<file path="config.mk">
export PLATFORM = sky130hd
export DESIGN_NAME = mismatch_monitor
export DESIGN_NICKNAME = d
export VERILOG_FILES = /design/src/rtl/mismatch_monitor.sv
export SDC_FILE = /design/constraint.sdc
export NUM_CORES = 1
export LEC_CHECK = 0
export CAP_MARGIN = 20
export CORE_MARGIN = 10
export CORE_UTILIZATION = 55
export DETAILED_ROUTE_END_ITERATION = 10
export GPL_TIMING_DRIVEN = 0
export PLACE_DENSITY = 0.91
export SYNTH_ARGS = -nofsm -noshare
export SYNTH_HDL_FRONTEND = slang
export SYNTH_SLANG_ARGS = --single-unit
</file>
<file path="constraint.sdc">
create_clock -name clk -period 3.6 [get_ports clk]
set_input_delay 0.54 -clock clk [delete_from_list [all_inputs] [get_ports clk]]
set_output_delay 0.54 -clock clk [all_outputs]
set_load 0.02 [all_outputs]
</file>
<file path="src/rtl/mismatch_monitor.sv">
// mismatch_monitor: compares ref/dut vectors per qualified sample, counts samples and errors, ends on stop or timeout
module mismatch_monitor #(
  parameter int WIDTH   = 1,
  parameter int CNT_W   = 32,
  parameter int TIMEOUT = 100000
) (
  input  logic             clk,
  input  logic             reset,
  input  logic             start,
  input  logic             stop,
  input  logic             sample_en,
  input  logic [WIDTH-1:0] ref_val,
  input  logic [WIDTH-1:0] dut_val,
  input  logic [WIDTH-1:0] care_mask,
  output logic             busy,
  output logic             done,
  output logic             timed_out,
  output logic             mismatch_pulse,
  output logic [CNT_W-1:0] samples,
  output logic [CNT_W-1:0] errors,
  output logic             first_err_valid,
  output logic [CNT_W-1:0] first_err_idx
);
  localparam logic [1:0] IDLE = 2'd0;
  localparam logic [1:0] RUN  = 2'd1;
  localparam logic [1:0] DONE = 2'd2;
  // one extra bit so the counter can step past TIMEOUT-1 on the exit edge
  localparam int CYC_W = $clog2(TIMEOUT) + 1;
  localparam logic [CYC_W-1:0] CYC_LAST = CYC_W'(TIMEOUT - 1);
  localparam logic [CNT_W-1:0] CNT_MAX = '1;
  logic [1:0] state;
  logic [CYC_W-1:0] cyc;
  logic take;
  logic miss;
  // sample qualification and masked compare
  always_comb begin
    take = state == RUN && sample_en;
    miss = take && |((ref_val ^ dut_val) & care_mask);
  end
  assign busy = state == RUN;
  assign done = state == DONE;
  // run control, saturating counters and first-error capture
  always_ff @(posedge clk)
    if (reset) begin
      state           <= IDLE;
      cyc             <= '0;
      timed_out       <= 1'b0;
      mismatch_pulse  <= 1'b0;
      samples         <= '0;
      errors          <= '0;
      first_err_valid <= 1'b0;
      first_err_idx   <= '0;
    end else if (state != RUN) begin
      mismatch_pulse <= 1'b0;
      if (start) begin
        state           <= RUN;
        cyc             <= '0;
        timed_out       <= 1'b0;
        samples         <= '0;
        errors          <= '0;
        first_err_valid <= 1'b0;
        first_err_idx   <= '0;
      end
    end else begin
      mismatch_pulse <= miss;
      cyc            <= cyc + 1'b1;
      if (stop)
        state <= DONE;
      else if (cyc == CYC_LAST) begin
        state     <= DONE;
        timed_out <= 1'b1;
      end
      if (take && samples != CNT_MAX)
        samples <= samples + 1'b1;
      if (miss && errors != CNT_MAX)
        errors <= errors + 1'b1;
      if (miss && !first_err_valid) begin
        first_err_valid <= 1'b1;
        first_err_idx   <= samples;
      end
    end
endmodule
</file>
==> results.sh, run 1 <==
export IMPL_whs_ns=0.4766
export IMPL_cp_end_kind="output port"
export IMPL_hold_path_startpoint="timed_out$_SDFFE_PP0P_"
export IMPL_synth_edff_count=0
export IMPL_cts_root_buf="clkbuf_8"
export IMPL_num_fill_cells=668
export IMPL_fin_nets=785
export IMPL_yosysTopAreaCellShare_pct=43.45
export IMPL_ant_nets=0
export IMPL_r2r_start="samples[0]$_SDFFE_PP0P_"
export IMPL_antennaDiodeCount=0
export IMPL_path_cells="nand2b_1 -> inv_1 -> buf_1 -> clkdlybuf4s50_1"
export IMPL_finalCritPeriodShare_pct=86.07
export IMPL_fin_ws_ns=0.5016
export IMPL_grt_pass1_vias=5781
export IMPL_status="completed"
export IMPL_fp_dieW_um=119.8
export IMPL_post_synth_main_area_contributors="dfxtp_1 (43%), a22o_1 (5.1%), nand2_1 (4.9%)"
export IMPL_layout_common_cells="dfxtp_1 (119), clkdlybuf4s50_1 (107), nand2_1 (72), nor2_1 (49), nand3_1 (40)"
export IMPL_port_buffers=107
export IMPL_finalSetupTns_ns=0
export IMPL_ios=109
export IMPL_cts_max_level=4
export IMPL_rsz0062_at_grt="false"
export IMPL_critPathMaxStageDelay_ns=0.75
export IMPL_synth_top_family_by_area="simple AND/OR/NAND/NOR gates"
export IMPL_cts_setup_buffers=0
export IMPL_crit_type="reg2out"
export IMPL_leakage_nw=2.430
export IMPL_clockBufferDepth=2
export IMPL_layout_drive_gt1_share_pct=6.879
export IMPL_holdBufCountCts=0
export IMPL_cts_resized_gates=0
export IMPL_num_vias=6081
export IMPL_avgSynthCellArea_sq_um=8.461
export IMPL_ys_types=57
export IMPL_drv_cap=0
export IMPL_ys_ff_latch=119
export IMPL_clk_latency_ns=0.53
export IMPL_multi_input_comb_area_sq_mm=0.002934
export IMPL_fp_dieH_um=119.8
export IMPL_ir_worst_vdd_mv=0.3291
export IMPL_crit_path_start_kind="flop"
export IMPL_yosysSeqAreaShare_pct=43.45
export IMPL_power_density_mw_per_mm2=424.7
export IMPL_synthMuxAreaShare_pct=1.552
export IMPL_finalSetupViolCount=0
export IMPL_grt_pass1_wl_um=29350
export IMPL_rows=36
export IMPL_synth_area_sq_mm=0.005483
export IMPL_antenna_found_initial=0
export IMPL_final_util_pct=74.85
export IMPL_drt_iter0_drc=849
export IMPL_finalCriticalPeriod_ns=3.098
export IMPL_synth_top_cell_by_area="dfxtp_1"
export IMPL_drcViolationCount=0
export IMPL_drv_slew=0
export IMPL_place_congestion=0.9396
export IMPL_slew_headroom_pct=37.92
export IMPL_cts_sinks=119
export IMPL_worstHoldPathType="reg2reg"
export IMPL_mostFrequentLayoutCell="dfxtp_1"
export IMPL_synth_xor_area_share_pct=1.118
export IMPL_synth_compound_area_share_pct=22.89
export IMPL_avgViaCountPerCell=6.624
export IMPL_power_mw=3.092
export IMPL_finClkSkew_ns=0.004832
export IMPL_hold_viol=0
export IMPL_areaGrowthSynthToFinish_pct=32.82
export IMPL_startpoint="state[1]$_SDFFE_PP0P_"
export IMPL_fmax_mhz=322.7
export IMPL_path_clk_slew_ns=0.06
export IMPL_start_util_pct=56.35
export IMPL_critPathRequiredTime_ns=3.06
export IMPL_cts_buffers=17
export IMPL_dpl_worst_slack_ns=0.5704
export IMPL_worst_slew_pin_slew_ns=0.9241
export IMPL_hpwlAfterDp_um=12200
export IMPL_syn_num_nets=659
export IMPL_synth_warnings=0
export IMPL_die_area_sq_mm=0.01436
export IMPL_synth_flop_cell="dfxtp_1"
export IMPL_arrival_ns=2.56
export IMPL_cts_tree="yes"
export IMPL_grt_usage_pct=24.58
export IMPL_grt_max_degree=17
export IMPL_register_area_sq_mm=0.002382
export IMPL_synth_fa_ha_area_share_pct=0.6846
export IMPL_synthSimpleGateAreaFrac_pct=27.27
export IMPL_dr_pass1_iters=7
export IMPL_wl_per_cell_um=19.59
export IMPL_routed_wl_um=17980
export IMPL_cp_slowest_cell="clkdlybuf4s50_1"
export IMPL_synthCells=648
export IMPL_critPathMaxFanout=10
export IMPL_coreArea_sq_mm=0.009729
export IMPL_synthArstFlopShare_pct=0
export IMPL_grt_ovfl_total=0
kinds of logic after synthesis:
family / Yosys count
compound gates: 184
xor+xnor: 7
fa+ha+maj: 3
buf+inv: 40
flops: 119
mux: 8
simple gates: 287
registers in the layout, summed over array words and instances (netlist names):
signal	count
cyc	18
errors	32
timed_out	1
first_err_idx	32
state	2
samples	32
first_err_valid	1
mismatch_pulse	1
area by class of cell:
class                   count  area share [%]
inverters                  10          0.5155
repair buffers            107           14.71
plain buffers              30           1.770
well taps                 133           2.285
multi-input cells         489           40.29
flip-flops and latches    119           32.71
clock buffers              22           6.357
clock inverters             8           1.357
power breakdown:
group	total, mW	switching, mW	internal [mW]
logic	0.162	0.120	0.0423
registers	1.33	0.00493	1.32
clock network	1.60	0.576	1.03
total	3.09	0.701	2.39
synth_stat cells (2+ instances only):
cell type  number
nor3b_1         3
o211ai_1        3
a32o_1          5
a21oi_4         2
o21ai_0        35
a211oi_1        8
o41ai_1         3
a21oi_1        39
nor3_1         30
inv_1          10
or4_1           3
and4_1          9
or2_2           3
nor2_1         49
o21a_1          3
nand3b_1        4
ha_1            3
xor2_1          4
o21ai_1         9
or3_1          16
and2_1         10
a21oi_2         3
a41oi_1         2
dfxtp_1       119
a31oi_1        16
nor2b_1         2
buf_4           3
o31ai_1         5
a311oi_1       11
mux2_2          4
nand4_1        13
nand3_1        40
mux2i_1         4
clkbuf_1       20
nor4_1          7
and3_1         16
a21o_1          3
buf_1           3
nand2_1        72
buf_2           4
xnor2_1         3
a22o_1         32
critical path, delay by kind of cell (launching register included):
| kind | cells | cell delay (ns) |
|---|---|---|
| flops | 1 | 0.33 |
| simple gates | 1 | 0.22 |
| buf+inv | 3 | 1.48 |
final timing paths:
| kind | end | cells past startpoint | slack (ns) |
|---|---|---|---|
| min | timed_out$_SDFFE_PP0P_ | 2 | 0.48 |
| max | busy | 4 | 0.50 |
| min reg2reg | timed_out$_SDFFE_PP0P_ | 2 | 0.48 |
| max reg2reg | samples[31]$_SDFFE_PP0P_ | 8 | 0.55 |
stage by stage:
stage               std cells  area (sq um)
floorplan                 648          5483
global placement          888          6720
detailed placement        888          6720
CTS                       918          7282
global route              918          7282
finish                    918          7282
layer usage:
metal  vias up  global-route usage (%)  part of all wire, %
li1       2699                       -                    -
met4         0                   13.05                  4.6
met3       109                   6.798                   11
met5         -                       0                    0
met1      2808                   28.77                   37
met2       465                   40.23                   47
Power figures use the tool's default switching activity.
==> run 2: changes to the inputs <==
- CORE_ASPECT_RATIO: not set -> 1.2
==> results.sh, run 2 (same netlist as run 1, synthesis figures left out) <==
export IMPL_drcViolationCount=0
export IMPL_grt_max_degree=17
export IMPL_drv_cap=0
export IMPL_wl_per_cell_um=20.26
export IMPL_fp_dieW_um=111.1
export IMPL_die_area_sq_mm=0.01438
export IMPL_finalSetupTns_ns=0
export IMPL_slew_headroom_pct=40.92
export IMPL_mostFrequentLayoutCell="dfxtp_1"
export IMPL_ir_worst_vdd_mv=0.3239
export IMPL_whs_path_depth=1
export IMPL_arrival_ns=2.42
export IMPL_path_clk_slew_ns=0.05
export IMPL_cts_max_level=4
export IMPL_holdBufCountCts=0
export IMPL_grt_usage_pct=24.47
export IMPL_rsz0062_at_grt="false"
export IMPL_cts_sinks=119
export IMPL_leakage_nw=2.467
export IMPL_avgViaCountPerCell=6.645
export IMPL_power_density_mw_per_mm2=455.0
export IMPL_cts_resized_gates=0
export IMPL_cts_buffers=17
export IMPL_start_util_pct=57.04
export IMPL_dp_cells=878
export IMPL_r2r_cells=8
export IMPL_antennaDiodeCount=0
export IMPL_routed_wl_um=18420
export IMPL_crit_type="reg2out"
export IMPL_min_to="first_err_idx[8]$_SDFFE_PP0P_"
export IMPL_ant_nets=0
export IMPL_layoutNonFillerInstCount=909
export IMPL_layout_common_cells="dfxtp_1 (119), clkdlybuf4s50_1 (107), nand2_1 (72), nor2_1 (49), nand3_1 (40)"
export IMPL_r2r_start="samples[0]$_SDFFE_PP0P_"
export IMPL_finalCritPeriodShare_pct=82.18
export IMPL_layout_drive_gt1_share_pct=6.870
export IMPL_grt_pass1_vias=5858
export IMPL_crit_path_start_kind="flop"
export IMPL_worstHoldPathType="reg2reg"
export IMPL_fin_nets=785
export IMPL_top_regs="errors (32), first_err_idx (32), samples (32)"
export IMPL_hpwlAfterDp_um=12310
export IMPL_cts_tree="yes"
export IMPL_drt_iter0_drc=805
export IMPL_fp_dieH_um=129.4
export IMPL_grt_ovfl_total=0
export IMPL_fmax_mhz=338.0
export IMPL_place_congestion=0.9426
export IMPL_critPathRequiredTime_ns=3.06
export IMPL_r2r_slack_ns=0.66
export IMPL_port_buffers=107
export IMPL_finClkSkew_ns=0.005847
export IMPL_grt_pass1_wl_um=29330
export IMPL_cts_setup_buffers=0
export IMPL_clockBufferDepth=2
export IMPL_dr_pass1_iters=6
export IMPL_finalSetupViolCount=0
export IMPL_status="completed"
export IMPL_critPathMaxFanout=10
export IMPL_coreArea_sq_mm=0.009613
export IMPL_rows=39
export IMPL_clk_latency_ns=0.42
export IMPL_rr_endpoint="samples[31]$_SDFFE_PP0P_"
export IMPL_antenna_found_initial=0
export IMPL_worst_slew_pin_slew_ns=0.8794
export IMPL_areaGrowthSynthToFinish_pct=33.96
export IMPL_hold_path_startpoint="first_err_idx[8]$_SDFFE_PP0P_"
export IMPL_drv_slew=0
export IMPL_finalCriticalPeriod_ns=2.959
export IMPL_hold_viol=0
export IMPL_ios=109
export IMPL_cts_root_buf="clkbuf_16"
export IMPL_num_vias=6040
export IMPL_cp_end_kind="output port"
[run 2: cell types whose count changed in the layout (fill, tap and decap cells not counted), sizes merged]
| cell | delta |
|---|---|
| bufinv | +3 |
| clkinv | -1 |
| clkinvlp | -1 |
[run 2: critical path, cell delays in order, from the launching register on]
cell,delay [ns]
dfxtp_1,0.31
nand2b_1,0.22
inv_1,0.19
buf_1,0.53
clkdlybuf4s50_1,0.75
[run 2: how the worst max path moves through the flow]
stage,startpoint,to,slack (ns),cells past startpoint
after floorplan,samples[0]$_SDFFE_PP0P_,samples[22]$_SDFFE_PP0P_,1.27,7
after global placement,ref_val,first_err_idx[30]$_SDFFE_PP0P_,0.63,8
after detailed placement,ref_val,first_err_idx[26]$_SDFFE_PP0P_,0.58,8
after CTS,state[1]$_SDFFE_PP0P_,busy,0.71,4
after global routing,samples[0]$_SDFFE_PP0P_,samples[31]$_SDFFE_PP0P_,0.49,8
final,state[1]$_SDFFE_PP0P_,busy,0.64,4
[run 2: where the power goes]
group,switching [mW],total (mW),internal [mW]
combinational,0.120,0.163,0.0422
sequential,0.00445,1.33,1.32
clock,0.597,1.85,1.26
[run 2: metal layers]
metal / routed length [um] / track usage, %
met1: 6764 / 27.08
met2: 8881 / 41.22
met3: 2046 / 7.710
met4: 727 / 13.85
met5: 0 / 0
[run 2: cell type report]
class                           instances  area [sq um]
Clock inverter                          9         172.7
Buffer                                 30         128.9
Sequential cell                       119          2382
Timing Repair Buffer                  107          1071
Tap cell                              123         153.9
Fill cell                             634          2268
Inverter                               10         37.54
Multi-Input combinational cell        489          2934
Clock buffer                           22         464.2
[run 2: stage by stage]
| step | util [%] | setup WS, ns | cell area [sq um] | hold slack [ns] | total power [mW] |
|---|---|---|---|---|---|
| after CTS | 76.40 | 0.7072 | 7345 | 0.4775 | 3.329 |
| after detailed placement | 69.78 | 0.5834 | 6708 | 0.4647 | 1.507 |
| after floorplan | - | 1.265 | 5483 | 0.4417 | 1.450 |
| final | 76.40 | 0.6415 | 7345 | 0.4755 | 3.342 |
| after global routing | 76.40 | 0.4868 | 7345 | 0.4965 | 3.416 |
| after global placement | 69.78 | 0.6255 | 6708 | 0.4543 | 1.502 |
==> run 3: changes to the inputs <==
- CORE_UTILIZATION: 55 -> 52
- PLACE_DENSITY: 0.91 -> 0.87
- clock period: 3.6 -> 2.8 ns (I/O delays scaled with it)
==> results.sh, run 3 (same netlist as run 1, synthesis figures left out) <==
export IMPL_worstHoldPathType="reg2reg"
export IMPL_coreArea_sq_mm=0.01041
export IMPL_grt_pass1_vias=5844
export IMPL_wl_met2_um=8891
export IMPL_wl_per_cell_um=20.17
export IMPL_ir_worst_vdd_mv=0.3965
export IMPL_leakage_nw=2.473
export IMPL_fin_ws_ns=0.1154
export IMPL_drt_iter0_drc=668
export IMPL_port_buffers=107
export IMPL_r2r_slack_ns=0.12
export IMPL_areaGrowthSynthToFinish_pct=33.80
export IMPL_wl_met3_um=2236
export IMPL_crit_type="reg2reg"
export IMPL_ant_nets=0
export IMPL_fmax_mhz=372.5
export IMPL_layout_drive_gt1_share_pct=7.751
export IMPL_p_sw_share_pct=22.78
export IMPL_drcViolationCount=0
export IMPL_fp_dieW_um=113.7
export IMPL_finalCritPeriodShare_pct=95.88
export IMPL_hpwlAfterDp_um=12610
export IMPL_hold_viol=0
export IMPL_clockBufferDepth=2
export IMPL_finalCriticalPeriod_ns=2.685
export IMPL_fp_dieH_um=132.5
export IMPL_crit_path_start_kind="flop"
export IMPL_worst_slew_pin_slew_ns=0.9957
export IMPL_dr_pass1_iters=6
export IMPL_top_regs="errors (32), first_err_idx (32), samples (32)"
export IMPL_finClkSkew_ns=0.009812
export IMPL_start_util_pct=52.65
export IMPL_drv_cap=0
export IMPL_avgViaCountPerCell=6.608
export IMPL_p_switching_mw=0.9440
export IMPL_cts_root_buf="clkbuf_16"
export IMPL_drv_slew=0
export IMPL_antennaDiodeCount=0
export IMPL_grt_pass1_wl_um=29310
export IMPL_status="completed"
export IMPL_cts_buffers=17
export IMPL_cts_max_level=4
export IMPL_layoutNonFillerInstCount=916
export IMPL_rsz0062_at_grt="false"
export IMPL_mostFrequentLayoutCell="dfxtp_1"
export IMPL_rows=41
export IMPL_intPower_mw=3.201
export IMPL_routed_wl_um=18470
export IMPL_critPathRequiredTime_ns=3.12
export IMPL_die_area_sq_mm=0.01507
export IMPL_ios=109
export IMPL_met1_length_um=6740
export IMPL_critPathMaxFanout=9
export IMPL_slew_headroom_pct=33.38
export IMPL_num_vias=6053
export IMPL_path_clk_slew_ns=0.06
export IMPL_combPwrFrac_pct=5.1
export IMPL_grt_max_degree=17
export IMPL_cp_end_kind="flop"
export IMPL_dpl_worst_slack_ns=-0.1468
export IMPL_pwr_share_seq_pct=41.2
export IMPL_fin_nets=787
export IMPL_top_layer="met4"
export IMPL_grt_usage_pct=23.41
export IMPL_clk_latency_ns=0.43
export IMPL_dp_cells=884
export IMPL_cts_sinks=119
export IMPL_antenna_found_initial=0
export IMPL_power_density_mw_per_mm2=565.0
export IMPL_cts_tree="yes"
export IMPL_power_frac_clock_pct=53.8
export IMPL_layout_common_cells="dfxtp_1 (119), clkdlybuf4s50_1 (107), nand2_1 (72), nor2_1 (49), nand3_1 (40)"
export IMPL_place_congestion=0.9125
export IMPL_grt_ovfl_total=0
export IMPL_finalSetupViolCount=0
export IMPL_arrival_ns=3.00
## run 3: cell count changes in the layout (fill, tap and decap cells not counted), sizes merged
| cell | delta |
|---|---|
| buf | +3 |
| clkinv | +3 |
| clkbuf | -3 |
| bufinv | -2 |
## run 3: final timing paths
check | from | to | depth (start not counted)
max | samples[0]$_SDFFE_PP0P_ | samples[22]$_SDFFE_PP0P_ | 7
min reg2reg | first_err_idx[7]$_SDFFE_PP0P_ | first_err_idx[7]$_SDFFE_PP0P_ | 1
max reg2reg | samples[0]$_SDFFE_PP0P_ | samples[22]$_SDFFE_PP0P_ | 7
min | first_err_idx[7]$_SDFFE_PP0P_ | first_err_idx[7]$_SDFFE_PP0P_ | 1
## run 3: power by group through the flow
| stage | clock network, mW | registers [mW] | logic [mW] |
|---|---|---|---|
| 2_1_floorplan | 0 | 1.74 | 0.122 |
| 3_3_place_gp | 0 | 1.74 | 0.193 |
| 3_5_place_dp | 0 | 1.74 | 0.200 |
| 4_1_cts | 2.21 | 1.71 | 0.203 |
| 5_1_grt | 2.31 | 1.71 | 0.221 |
| 6_report | 2.23 | 1.71 | 0.211 |
## run 3: timing repair
action                     CTS  global route
resized for setup            1             1
setup buffers                3             0
setup endpoints to repair   14            28
hold buffers                 0             0
hold endpoints to repair     0             0
## run 3: metrics by stage
stage	hold WS [ns]	cell area, sq um	power [mW]	util (%)	setup TNS (ns)
final	0.4762	7336	4.145	70.44	0
after global routing	0.4897	7336	4.232	70.44	0
after CTS	0.4798	7333	4.123	70.42	0
after detailed placement	0.4669	6715	1.941	64.48	-3.047
after global placement	0.4559	6715	1.934	64.48	-1.037
after floorplan	0.4417	5483	1.864	-	0
## run 3: final cells by class
cell class	instances	area [sq um]
flip-flops and latches	119	2382
well taps	129	161.4
repair buffers	110	1094
plain buffers	29	126.4
clock inverters	10	127.6
fillers	791	3078
clock buffers	20	466.7
inverters	10	37.54
multi-input cells	489	2940
## run 3: routing by layer
layer / GRT usage, % / up-vias
met5: 0 / -
li1: - / 2700
met3: 8.051 / 84
met1: 26.31 / 2833
met2: 38.27 / 436
met4: 11.72 / 0
## run 3: worst max-delay path: stages (launching register included)
cell and delay, ns:
dfxtp_1 0.48, ha_1 0.30, nand3_1 0.14, nor4_2 0.42, or4b_4 0.56, nand3_1 0.34
nor3_1 0.10, a211o_1 0.24
